### src/rtl/spi_master.sv
// spi_master: command-side SPI initiator sharing clk with the RAM-backed slave.
// Takes {opcode, payload} frames over valid/ready, drives SS_n/MOSI one bit
// per cycle and, for read-data frames, collects the reply byte from MISO.
// Optional build macro SPI_MASTER_AUTO_RD_EN turns opcode 11 into a combined
// read-address + read-data sequence.
module spi_master #(
    parameter int RD_WAIT = 2,
    parameter int GAP     = 1
) (
    input  logic       clk,
    input  logic       rst_n,
    input  logic       cmd_valid,
    output logic       cmd_ready,
    input  logic [1:0] cmd_type,
    input  logic [7:0] cmd_data,
    output logic [7:0] rd_data,
    output logic       rd_valid,
    output logic       busy,
    output logic       SS_n,
    output logic       MOSI,
    input  logic       MISO
);

    localparam logic [2:0] S_IDLE  = 3'd0;
    localparam logic [2:0] S_SEL   = 3'd1;
    localparam logic [2:0] S_SHIFT = 3'd2;
    localparam logic [2:0] S_END   = 3'd3;
    localparam logic [2:0] S_WAIT  = 3'd4;
    localparam logic [2:0] S_RECV  = 3'd5;
    localparam logic [2:0] S_GAP   = 3'd6;

    localparam logic [3:0] WAIT_LOAD = 4'(RD_WAIT - 1);
    localparam logic [3:0] GAP_LOAD  = 4'(GAP - 1);

    logic [2:0] state;
    logic [3:0] cnt;
    logic [2:0] bit_idx;
    logic [9:0] tx_shift;
    logic [6:0] rx_shift;
    logic       is_rd;
`ifdef SPI_MASTER_AUTO_RD_EN
    logic       auto_pending;
`endif

    // Handshake and activity flags decode directly from the registered state
    always_comb begin
        cmd_ready = (state == S_IDLE);
        busy      = (state != S_IDLE);
    end

    // Frame sequencer: state, timers, serial shift registers and reply capture
    always_ff @(posedge clk or negedge rst_n) begin
        if (!rst_n) begin
            state    <= S_IDLE;
            cnt      <= 4'd0;
            bit_idx  <= 3'd0;
            tx_shift <= 10'd0;
            rx_shift <= 7'd0;
            is_rd    <= 1'b0;
            SS_n     <= 1'b1;
            MOSI     <= 1'b0;
            rd_data  <= 8'h00;
            rd_valid <= 1'b0;
`ifdef SPI_MASTER_AUTO_RD_EN
            auto_pending <= 1'b0;
`endif
        end else begin
            rd_valid <= 1'b0;
            case (state)
                S_IDLE: begin
                    if (cmd_valid && cmd_ready) begin
                        state <= S_SEL;
                        cnt   <= 4'd1;
                        SS_n  <= 1'b0;
                        MOSI  <= cmd_type[1];
`ifdef SPI_MASTER_AUTO_RD_EN
                        if (cmd_type == 2'b11) begin
                            tx_shift     <= {2'b10, cmd_data};
                            is_rd        <= 1'b0;
                            auto_pending <= 1'b1;
                        end else begin
                            tx_shift     <= {cmd_type, cmd_data};
                            is_rd        <= 1'b0;
                            auto_pending <= 1'b0;
                        end
`else
                        tx_shift <= {cmd_type, cmd_data};
                        is_rd    <= (cmd_type == 2'b11);
`endif
                    end
                end
                S_SEL: begin
                    if (cnt == 4'd0) begin
                        state    <= S_SHIFT;
                        cnt      <= 4'd9;
                        MOSI     <= tx_shift[9];
                        tx_shift <= {tx_shift[8:0], 1'b0};
                    end else begin
                        cnt <= cnt - 4'd1;
                    end
                end
                S_SHIFT: begin
                    if (cnt == 4'd0) begin
                        MOSI  <= 1'b0;
                        state <= is_rd ? S_WAIT : S_END;
                        cnt   <= WAIT_LOAD;
                    end else begin
                        cnt      <= cnt - 4'd1;
                        MOSI     <= tx_shift[9];
                        tx_shift <= {tx_shift[8:0], 1'b0};
                    end
                end
                S_END: begin
                    state <= S_GAP;
                    SS_n  <= 1'b1;
                    cnt   <= GAP_LOAD;
                end
                S_WAIT: begin
                    if (cnt == 4'd0) begin
                        rx_shift <= {rx_shift[5:0], MISO};
                        bit_idx  <= 3'd1;
                        state    <= S_RECV;
                        cnt      <= 4'd7;
                    end else begin
                        cnt <= cnt - 4'd1;
                    end
                end
                S_RECV: begin
                    if (bit_idx == 3'd7) begin
                        rd_data  <= {rx_shift, MISO};
                        rd_valid <= 1'b1;
                        bit_idx  <= 3'd0;
                    end else if (bit_idx != 3'd0) begin
                        rx_shift <= {rx_shift[5:0], MISO};
                        bit_idx  <= bit_idx + 3'd1;
                    end
                    if (cnt == 4'd0) begin
                        state <= S_GAP;
                        SS_n  <= 1'b1;
                        cnt   <= GAP_LOAD;
                    end else begin
                        cnt <= cnt - 4'd1;
                    end
                end
                S_GAP: begin
                    if (cnt == 4'd0) begin
`ifdef SPI_MASTER_AUTO_RD_EN
                        if (auto_pending) begin
                            auto_pending <= 1'b0;
                            tx_shift     <= {2'b11, 8'h00};
                            is_rd        <= 1'b1;
                            state        <= S_SEL;
                            cnt          <= 4'd1;
                            SS_n         <= 1'b0;
                            MOSI         <= 1'b1;
                        end else begin
                            state <= S_IDLE;
                        end
`else
                        state <= S_IDLE;
`endif
                    end else begin
                        cnt <= cnt - 4'd1;
                    end
                end
                default: begin
                    state <= S_IDLE;
                    SS_n  <= 1'b1;
                    MOSI  <= 1'b0;
                end
            endcase
        end
    end

endmodule
### config.mk
export PLATFORM = sky130hd
export DESIGN_NAME = spi_master
export DESIGN_NICKNAME = d
export VERILOG_FILES = /design/src/rtl/spi_master.sv
export SDC_FILE = /design/constraint.sdc
export NUM_CORES = 1
export LEC_CHECK = 0
export ABC_AREA = 1
export BUFFER_PORTS_ARGS = -buffer_cell sky130_fd_sc_hd__buf_2
export CAP_MARGIN = 20
export CORE_MARGIN = 2
export CORE_UTILIZATION = 37
export CTS_BUF_LIST = sky130_fd_sc_hd__clkbuf_4 sky130_fd_sc_hd__clkbuf_8
export CTS_CLUSTER_SIZE = 14
export DETAILED_ROUTE_END_ITERATION = 8
export PLACE_DENSITY = 0.57
export SYNTH_ARGS = -nofsm -noshare
export SYNTH_HDL_FRONTEND = slang
export SYNTH_SLANG_ARGS = --single-unit
### constraint.sdc
create_clock -name clk -period 1.6 [get_ports clk]
set_input_delay 0.08 -clock clk [delete_from_list [all_inputs] [get_ports clk]]
set_output_delay 0.08 -clock clk [all_outputs]
set_load 0.01 [all_outputs]
==> key figures, run 1 <==
Power
  • Sw Pwr: 0.00230 W
  • Total power: 0.00534 W
  • Net Sw Frac: a little over two fifths
  • P per Cell Area: 2050 nW/um2
  • Peak VDD IR: just under 0.9 mV
  • Combinational fraction of design power: 56.2%
  • Power Internal: 0.00304 W
  • Power share of the clock group: 15.6%
  • Total leakage power: ~1.4 nW
  • Sequential power share: approximately 28%

Die
  • Die Width: approximately 80 um
  • Die Ht: about 80 um
  • Core ar.: 5510 um2
  • Starting density of the core: 38.5%
  • # rows: 27
  • # IOs: 27
  • DIE AREA: 6350 um2

Detailed routing
  • M1 wire length: 2150 um
  • Final Routed Wirelength: ~4200 um
  • DR WL/cell: 10.9 um
  • DRC viols: 0
  • Met3 routed WL: 112 um
  • Vias/cell: 4.59
  • Highest Signal Layer: met4
  • Detail Route met2 WL: between 1500 and 2000 um
  • Vias: 1,775
  • ANT nets after route: 0
  • Initial DRC count: 142
  • DRT Pass-1 Iters: 4

Global route
  • Pin count of the biggest net entering global routing: 22
  • Initial antenna violation count: 0
  • First-pass GRT wire length: 7310 um
  • Overflow after GRT: 0
  • All-Layer GR Usage: approximately 14%
  • Vias in the first global route: about 1,700

Worst setup path
  • Critical Path Fanout Max: 6
  • Critical Path Most Common Cell: nand2_4
  • CP Class: flop to flop
  • Crit. Startpoint: cnt[1]
  • Worst Setup End Kind: flop
  • Crit path DAT: around 1700 ps
  • RR Startpoint: cnt[1]
  • Critical-path top delay cell: dfrtp_1
  • Required @ worst endpoint: 1780 ps
  • Worst path max stage delay: slightly above 400 ps
  • Worst Setup Start Kind: flop
  • Worst path cell trace: inv_2 > ha_1 > nand3_2 > buf_6 > nand2_4 > nand2_4 > nor2_8 > clkbuf_16 > o21ai_1

Synthesis
  • Post-synthesis compound-gate area fraction: 13.0%
  • Yosys warnings: 0
  • Synth cell types: 26
  • Register area share after synthesis: a little under half
  • Post-synth top area share: 44.9%
  • Multiplexer share of the synthesized area: 0%
  • Syn Area/Cell: roughly 7.9 um2
  • Area leader, netlist: dfrtp_1
  • Post-Syn Nets: 288
  • Largest family of logic cells by synthesized area: simple AND/OR/NAND/NOR gates
  • Post-synthesis xor/xnor area fraction: less than 1%
  • Synth Area in Simple Gates: 27.5%
  • Area share of fa/ha/maj cells after synthesis: 2.95%
  • Post-Syn Area: 2120 um2
  • Top cells by area, synth: dfrtp_1, nand2_1, inv_1
  • Seq cells post-synth: 39
  • Gate Count Post-Synth: 269

Finish
  • Layout cells sized above 1: a little over a quarter
  • Nets: 333
  • Filler instances: 526
  • Final antenna diode count: 0
  • Final core utilization: 47.4%
  • Final instance count without filler cells: 387
  • Synthesis-to-layout area growth: 23.2%

Place
  • Dpl cells: about 370
  • Hpwl dp: 2980 um
  • Port buffer count: 26
  • RePlAce Congestion: 0.849

Clock tree
  • TritonCTS clock tree: built
  • Max Root-Sink Buffers: 2
  • Clock sink count: 39
  • CTS root buf: clkbuf_8
  • H-Tree Depth: 2
  • Clk Latency, worst-skew pair: 300 ps
  • CTS Buf Count: 5
  • Worst-path clk slew: 80 ps

Timing
  • Final hold violations: 0
  • Skew final: a little under 7 ps
  • Max-slew violations: 0
  • Worst-Margin Slew: 475 ps
  • Max Fclk: 660 MHz
  • Fin crit period: about 1500 ps
  • Fin crit share: 94.6%
  • Relative slew slack: 68.3%
  • Final setup violation count: 0
  • Final setup TNS: 0 ps

Worst hold path
  • Hold Crit Start: cmd_data[0]
  • Hold WC Path Type: primary input to flop

Status
  • Outcome: completed

Flow run
  • Max-cap violations: 0
[cells by family after synthesis]
kind of cell | Yosys count
xor+xnor | 1
simple gates | 130
compound gates | 48
flops | 39
buf+inv | 46
fa+ha+maj | 5
[synthesized netlist by cell type (all sizes together)]
library cell    n
nand2         102
dfrtp          38
o22ai           1
nor2           13
xor2            1
buf             6
ha              5
a31oi           1
inv            40
nand3          15
dfstp           1
a21o            1
o21ai          41
a21oi           4
[layout make-up]
cell class                      count  area (um2)  share of cell area (%)
Sequential cell                    39         977                    37.4
Multi-Input combinational cell    185         967                    37.0
Timing Repair Buffer               43         307                    11.7
Inverter                           40         158                    6.04
Tap cell                           72        90.1                    3.45
Clock buffer                        5        68.8                    2.64
Clock inverter                      3        43.8                    1.68
[through the flow]
| step | hold WS [ps] | instance area [um2] | setup WS (ps) |
|---|---|---|---|
| 4_1_cts | 12.2 | 2470 | 20.8 |
| 5_1_grt | 45.4 | 2610 | -17.8 |
| 2_1_floorplan | -216 | 2120 | 84.9 |
| 6_report | 22.8 | 2610 | 85.9 |
| 3_5_place_dp | 66.2 | 2340 | 42.2 |
| 3_3_place_gp | 69.2 | 2340 | 69.2 |
[worst max-delay path: cells and delay by family, from the launching register on]
kind,cells,cell delay (ps)
AND/OR/NAND/NOR,4,410
flip-flops,1,410
buffers and inverters,3,370
adder cells (fa/ha/maj),1,150
AO/OA/AOI/OAI,1,60
[state kept, by name (all words and copies together) (netlist names)]
signal,count
rd_valid,1
cnt,4
state,3
SS_n,1
MOSI,1
rd_data,8
rx_shift,7
bit_idx,3
tx_shift,10
is_rd,1
[final timing paths]
path	endpoint	slack, ps	depth (start not counted)
worst min register to register	SS_n	470	2
worst min-delay path	tx_shift[0]	20	3
max in group asynchronous	SS_n	780	3
min in group asynchronous	bit_idx[2]	270	2
worst max register to register	tx_shift[4]	90	9
worst max-delay path	tx_shift[4]	90	9
[power groups by stage]
| stage | Combinational, W | Clock (W) | Sequential, W |
|---|---|---|---|
| 6_report | 0.00300 | 0.000833 | 0.00151 |
| 3_3_place_gp | 0.00244 | 0 | 0.00152 |
| 5_1_grt | 0.00340 | 0.000895 | 0.00155 |
| 2_1_floorplan | 0.00200 | 0 | 0.00151 |
| 3_5_place_dp | 0.00245 | 0 | 0.00153 |
| 4_1_cts | 0.00246 | 0.000865 | 0.00151 |
[placed cells by master, fill, tap and decap left out, drive strengths merged]
cell type,count
inv,40
o22ai,1
clkbuf,6
dlygate4sd3,2
ha,5
xor2,1
nand3,15
nand2,102
dfrtp,38
clkinv,2
nor2,14
a21oi,4
buf,40
dfstp,1
o21ai,41
bufinv,1
a21o,1
a31oi,1
[routing by layer]
layer | up-vias | GRT usage (%)
met4 | 0 | 5.17
met5 | - | 0
met3 | 7 | 3.39
met2 | 22 | 22.4
met1 | 807 | 19.8
li1 | 939 | -
[timing repair]
| action | in CTS | in global routing |
|---|---|---|
| endpoints found under the setup margin | 0 | 27 |
| hold endpoints to repair | 19 | 0 |
| setup buffers | 0 | 7 |
| gates resized for setup | 0 | 13 |
| hold buffers | 2 | 0 |
No activity file was read; power rests on OpenSTA's default activity.
==> run 2, diff against run 1 <==
--- a/config.mk
+++ b/config.mk
@@ -5,7 +5,7 @@
 export SDC_FILE = /design/constraint.sdc
 export NUM_CORES = 1
 export LEC_CHECK = 0
-export ABC_AREA = 1
+export ABC_AREA = 0
 export BUFFER_PORTS_ARGS = -buffer_cell sky130_fd_sc_hd__buf_2
 export CAP_MARGIN = 20
 export CORE_MARGIN = 2
==> key figures, run 2 <==
Timing
  • Fin crit share: 115% (+21 points)
  • Fin crit period: 1850 ps (+333 ps)
  • Relative slew slack: 65.7% (-2.6 points)
  • Worst-Margin Slew: 514 ps (+39.3 ps)
  • RSZ-0062 raised after global routing: yes
  • Max Fclk: 541 MHz (-18%)
  • Final hold violations: 0 (unchanged)
  • Final setup violation count: 24 (+24)
  • Post-route worst setup slack: -247 ps (-333 ps)
  • Skew final: 13.8 ps (+6.94 ps)
  • Max-slew violations: 0 (unchanged)

Place
  • Hpwl dp: 3310 um (+11%)
  • Placed cell areas: 2640 um2 (+13%)
  • RePlAce Congestion: 0.774 (-8.8%)
  • Port buffer count: 26 (unchanged)

Worst setup path
  • RR Startpoint: cnt[0]
  • Worst r2r path cells: 8 (-1)
  • Worst Setup Start Kind: flop
  • Worst setup path endpoint: tx_shift[0]
  • Worst R2R Setup Slack: -250 ps (-330 ps)
  • Crit. Startpoint: cnt[0]
  • Crit path DAT: 2080 ps (+390 ps)
  • Reg-to-reg endpoint: tx_shift[0]
  • CP Class: flop to flop
  • Worst Setup End Kind: flop
  • Required @ worst endpoint: 1830 ps (+50 ps)
  • Critical Path Fanout Max: 5 (-1)

Finish
  • Layout cells sized above 1: 46.0% (+20 points)
  • Filler instances: 543 (+3.2%)
  • Nets: 296 (-11%)
  • Top Registers: tx_shift: 10 flops, rd_data: 8 flops, rx_shift: 7 flops
  • Final antenna diode count: 0 (unchanged)
  • Commonest non-fill, non-tap cell in the layout: buf_4
  • Synthesis-to-layout area growth: 34.7%
  • Max reg flops: 10 (unchanged)
  • Commonest non-fill, non-tap cells in the layout: buf_4, dfrtp_1, buf_2
  • Final Cell Area: 2930 um2 (+12%)
  • Final core utilization: 52.3% (+4.9 points)
  • Biggest register: tx_shift

Synthesis
  • Post-Syn Area: 2180 um2 (+2.7%)
  • Register area share after synthesis: 44.9% (-1.2 points)
  • Gate Count Post-Synth: 215 (-20%)
  • Post-Syn Nets: 234 (-19%)
  • Yosys warnings: 0 (unchanged)
  • EDFF count, synth: 0 (unchanged)
  • Seq cells post-synth: 39 (unchanged)
  • Syn Area/Cell: 10.1 um2 (+29%)
  • Top cells by count, synth: dfrtp_1, mux2_2, nor2_1, o21ai_0, nand2_1
  • Top cells by area, synth: dfrtp_1, mux2_2, mux2i_1
  • Most instantiated library cell after synthesis: dfrtp_1
  • Area leader, netlist: dfrtp_1
  • Post-synth top area share: 43.7% (-1.2 points)
  • Most common flop cell mapped by yosys: dfrtp_1
  • Synth cell types: 45 (+73%)
  • Ys async rst share: 100% (unchanged)

Power
  • Total leakage power: 1.35 nW (-3.7%)
  • Power share of the clock group: 14.6% (-1.0 points)
  • P per Cell Area: 2030 nW/um2 (-0.99%)
  • Peak VDD IR: 0.722 mV (-19%)
  • Power Internal: 0.00357 W (+17%)
  • Net Sw Frac: 39.9% (-3.1 points)
  • Sequential power share: 27.0% (-1.3 points)
  • Combinational fraction of design power: 58.4% (+2.2 points)
  • Sw Pwr: 0.00237 W (+3.1%)

Global route
  • Pin count of the biggest net entering global routing: 40 (+82%)
  • First-pass GRT wire length: 8060 um (+10%)
  • Vias in the first global route: 1,682 (+0.72%)
  • Overflow after GRT: 0 (unchanged)
  • All-Layer GR Usage: 16.3% (+1.8 points)
  • Initial antenna violation count: 0 (unchanged)

Die
  • Die Ht: 80.7 um (+1.3%)
  • # rows: 27 (unchanged)
  • DIE AREA: 6510 um2 (+2.6%)
  • Core ar.: 5610 um2 (+1.8%)
  • # IOs: 27 (unchanged)
  • Starting density of the core: 38.8% (+0.33 points)
  • Die Width: 80.7 um (+1.3%)

Detailed routing
  • Final Routed Wirelength: 4920 um (+17%)
  • DRC viols: 0 (unchanged)
  • Initial DRC count: 124 (-13%)
  • ANT nets after route: 0 (unchanged)
  • DRT Pass-1 Iters: 4 (unchanged)
  • DR WL/cell: 14.1 um (+29%)
  • Vias: 1,789 (+0.79%)
  • Vias/cell: 5.11 (+11%)

Status
  • Violated checks: setup timing
  • Outcome: complete, but fails checks

Clock tree
  • H-Tree Depth: 2 (unchanged)
  • Max Root-Sink Buffers: 2 (unchanged)
  • CTS Buf Count: 5 (unchanged)
  • Clock sink count: 39 (unchanged)
  • Clk Latency, worst-skew pair: 300 ps (about the same)
  • TritonCTS clock tree: built
  • CTS root buf: clkbuf_8
  • Worst-path clk slew: 90 ps (about the same)

Worst hold path
  • Hold WC Path Type: primary input to flop

Flow run
  • Max-cap violations: 0 (unchanged)
-- run 2: logic make-up after synthesis --
| logic type | count (synthesis) | share of synthesized area, % |
|---|---|---|
| XOR/XNOR | 1 | 0.402 |
| buffers and inverters | 26 | 5.92 |
| flip-flops | 39 | 44.9 |
| AND/OR/NAND/NOR | 62 | 14.6 |
| adder cells (fa/ha/maj) | 5 | 2.87 |
| multiplexers | 25 | 12.4 |
| AO/OA/AOI/OAI | 57 | 19.0 |
-- run 2: area by class of cell --
type | instances | area, um2 | area share (%)
Clock buffer | 5 | 68.8 | 2.35
Clock inverter | 3 | 47.5 | 1.62
Inverter | 9 | 36.3 | 1.24
Multi-Input combinational cell | 150 | 1170 | 39.9
Sequential cell | 39 | 980 | 33.4
Tap cell | 72 | 90.1 | 3.07
Timing Repair Buffer | 72 | 538 | 18.4
-- run 2: power groups by stage --
stage	clock network, W	registers, W	logic [W]
2_1_floorplan	0	0.00156	0.00216
3_3_place_gp	0	0.00161	0.00304
3_5_place_dp	0	0.00162	0.00307
4_1_cts	0.000893	0.00162	0.00338
5_1_grt	0.000935	0.00166	0.00382
6_report	0.000867	0.00160	0.00347
-- run 2: worst min path at each step --
stage	from	end	slack, ps	cells after the start
2_1_floorplan	rst_n	MOSI	-220	0
4_1_cts	MISO	rd_data[0]	20	2
3_3_place_gp	rst_n	bit_idx[2]	180	2
3_5_place_dp	rst_n	bit_idx[2]	180	2
6_report	MISO	rd_data[0]	30	2
5_1_grt	MISO	rd_data[0]	40	2
-- run 2: timing repair --
item                                    4_1_cts  5_1_grt
endpoints found under the setup margin       36       38
pin swaps                                     6        3
cloned                                        3        0
buffers inserted                              2        2
endpoints found under the hold margin        38        0
hold buffers                                  1        0
gates resized for setup                      27        4
-- run 2: routing by layer --
metal	GRT usage (%)	routed length, um	vias up
met5	0	0	-
met4	5.59	61	0
met3	3.82	178	6
met2	25.4	2300	30
met1	22.3	2380	861
li1	-	-	892
-- run 2: worst max-delay path, cell delays in order (launching register included) --
cell and delay (ps):
dfrtp_1 420, inv_4 70, ha_4 130, or3b_4 400, a2111oi_4 290, buf_4 190, buf_6 120, nand3b_1 90
o21ai_2 70
-- run 2: stage by stage --
step                      hold WS, ps  cells  power [W]  TNS, ps  setup WS [ps]
after global placement            180    334    0.00465    -5090           -272
final                            28.5    350    0.00594    -4660           -247
after detailed placement          183    334    0.00469    -5600           -300
after global routing             35.8    350    0.00642    -6720           -336
after CTS                        19.7    348    0.00589    -5250           -297
after floorplan                  -216    215    0.00371    -4410           -313
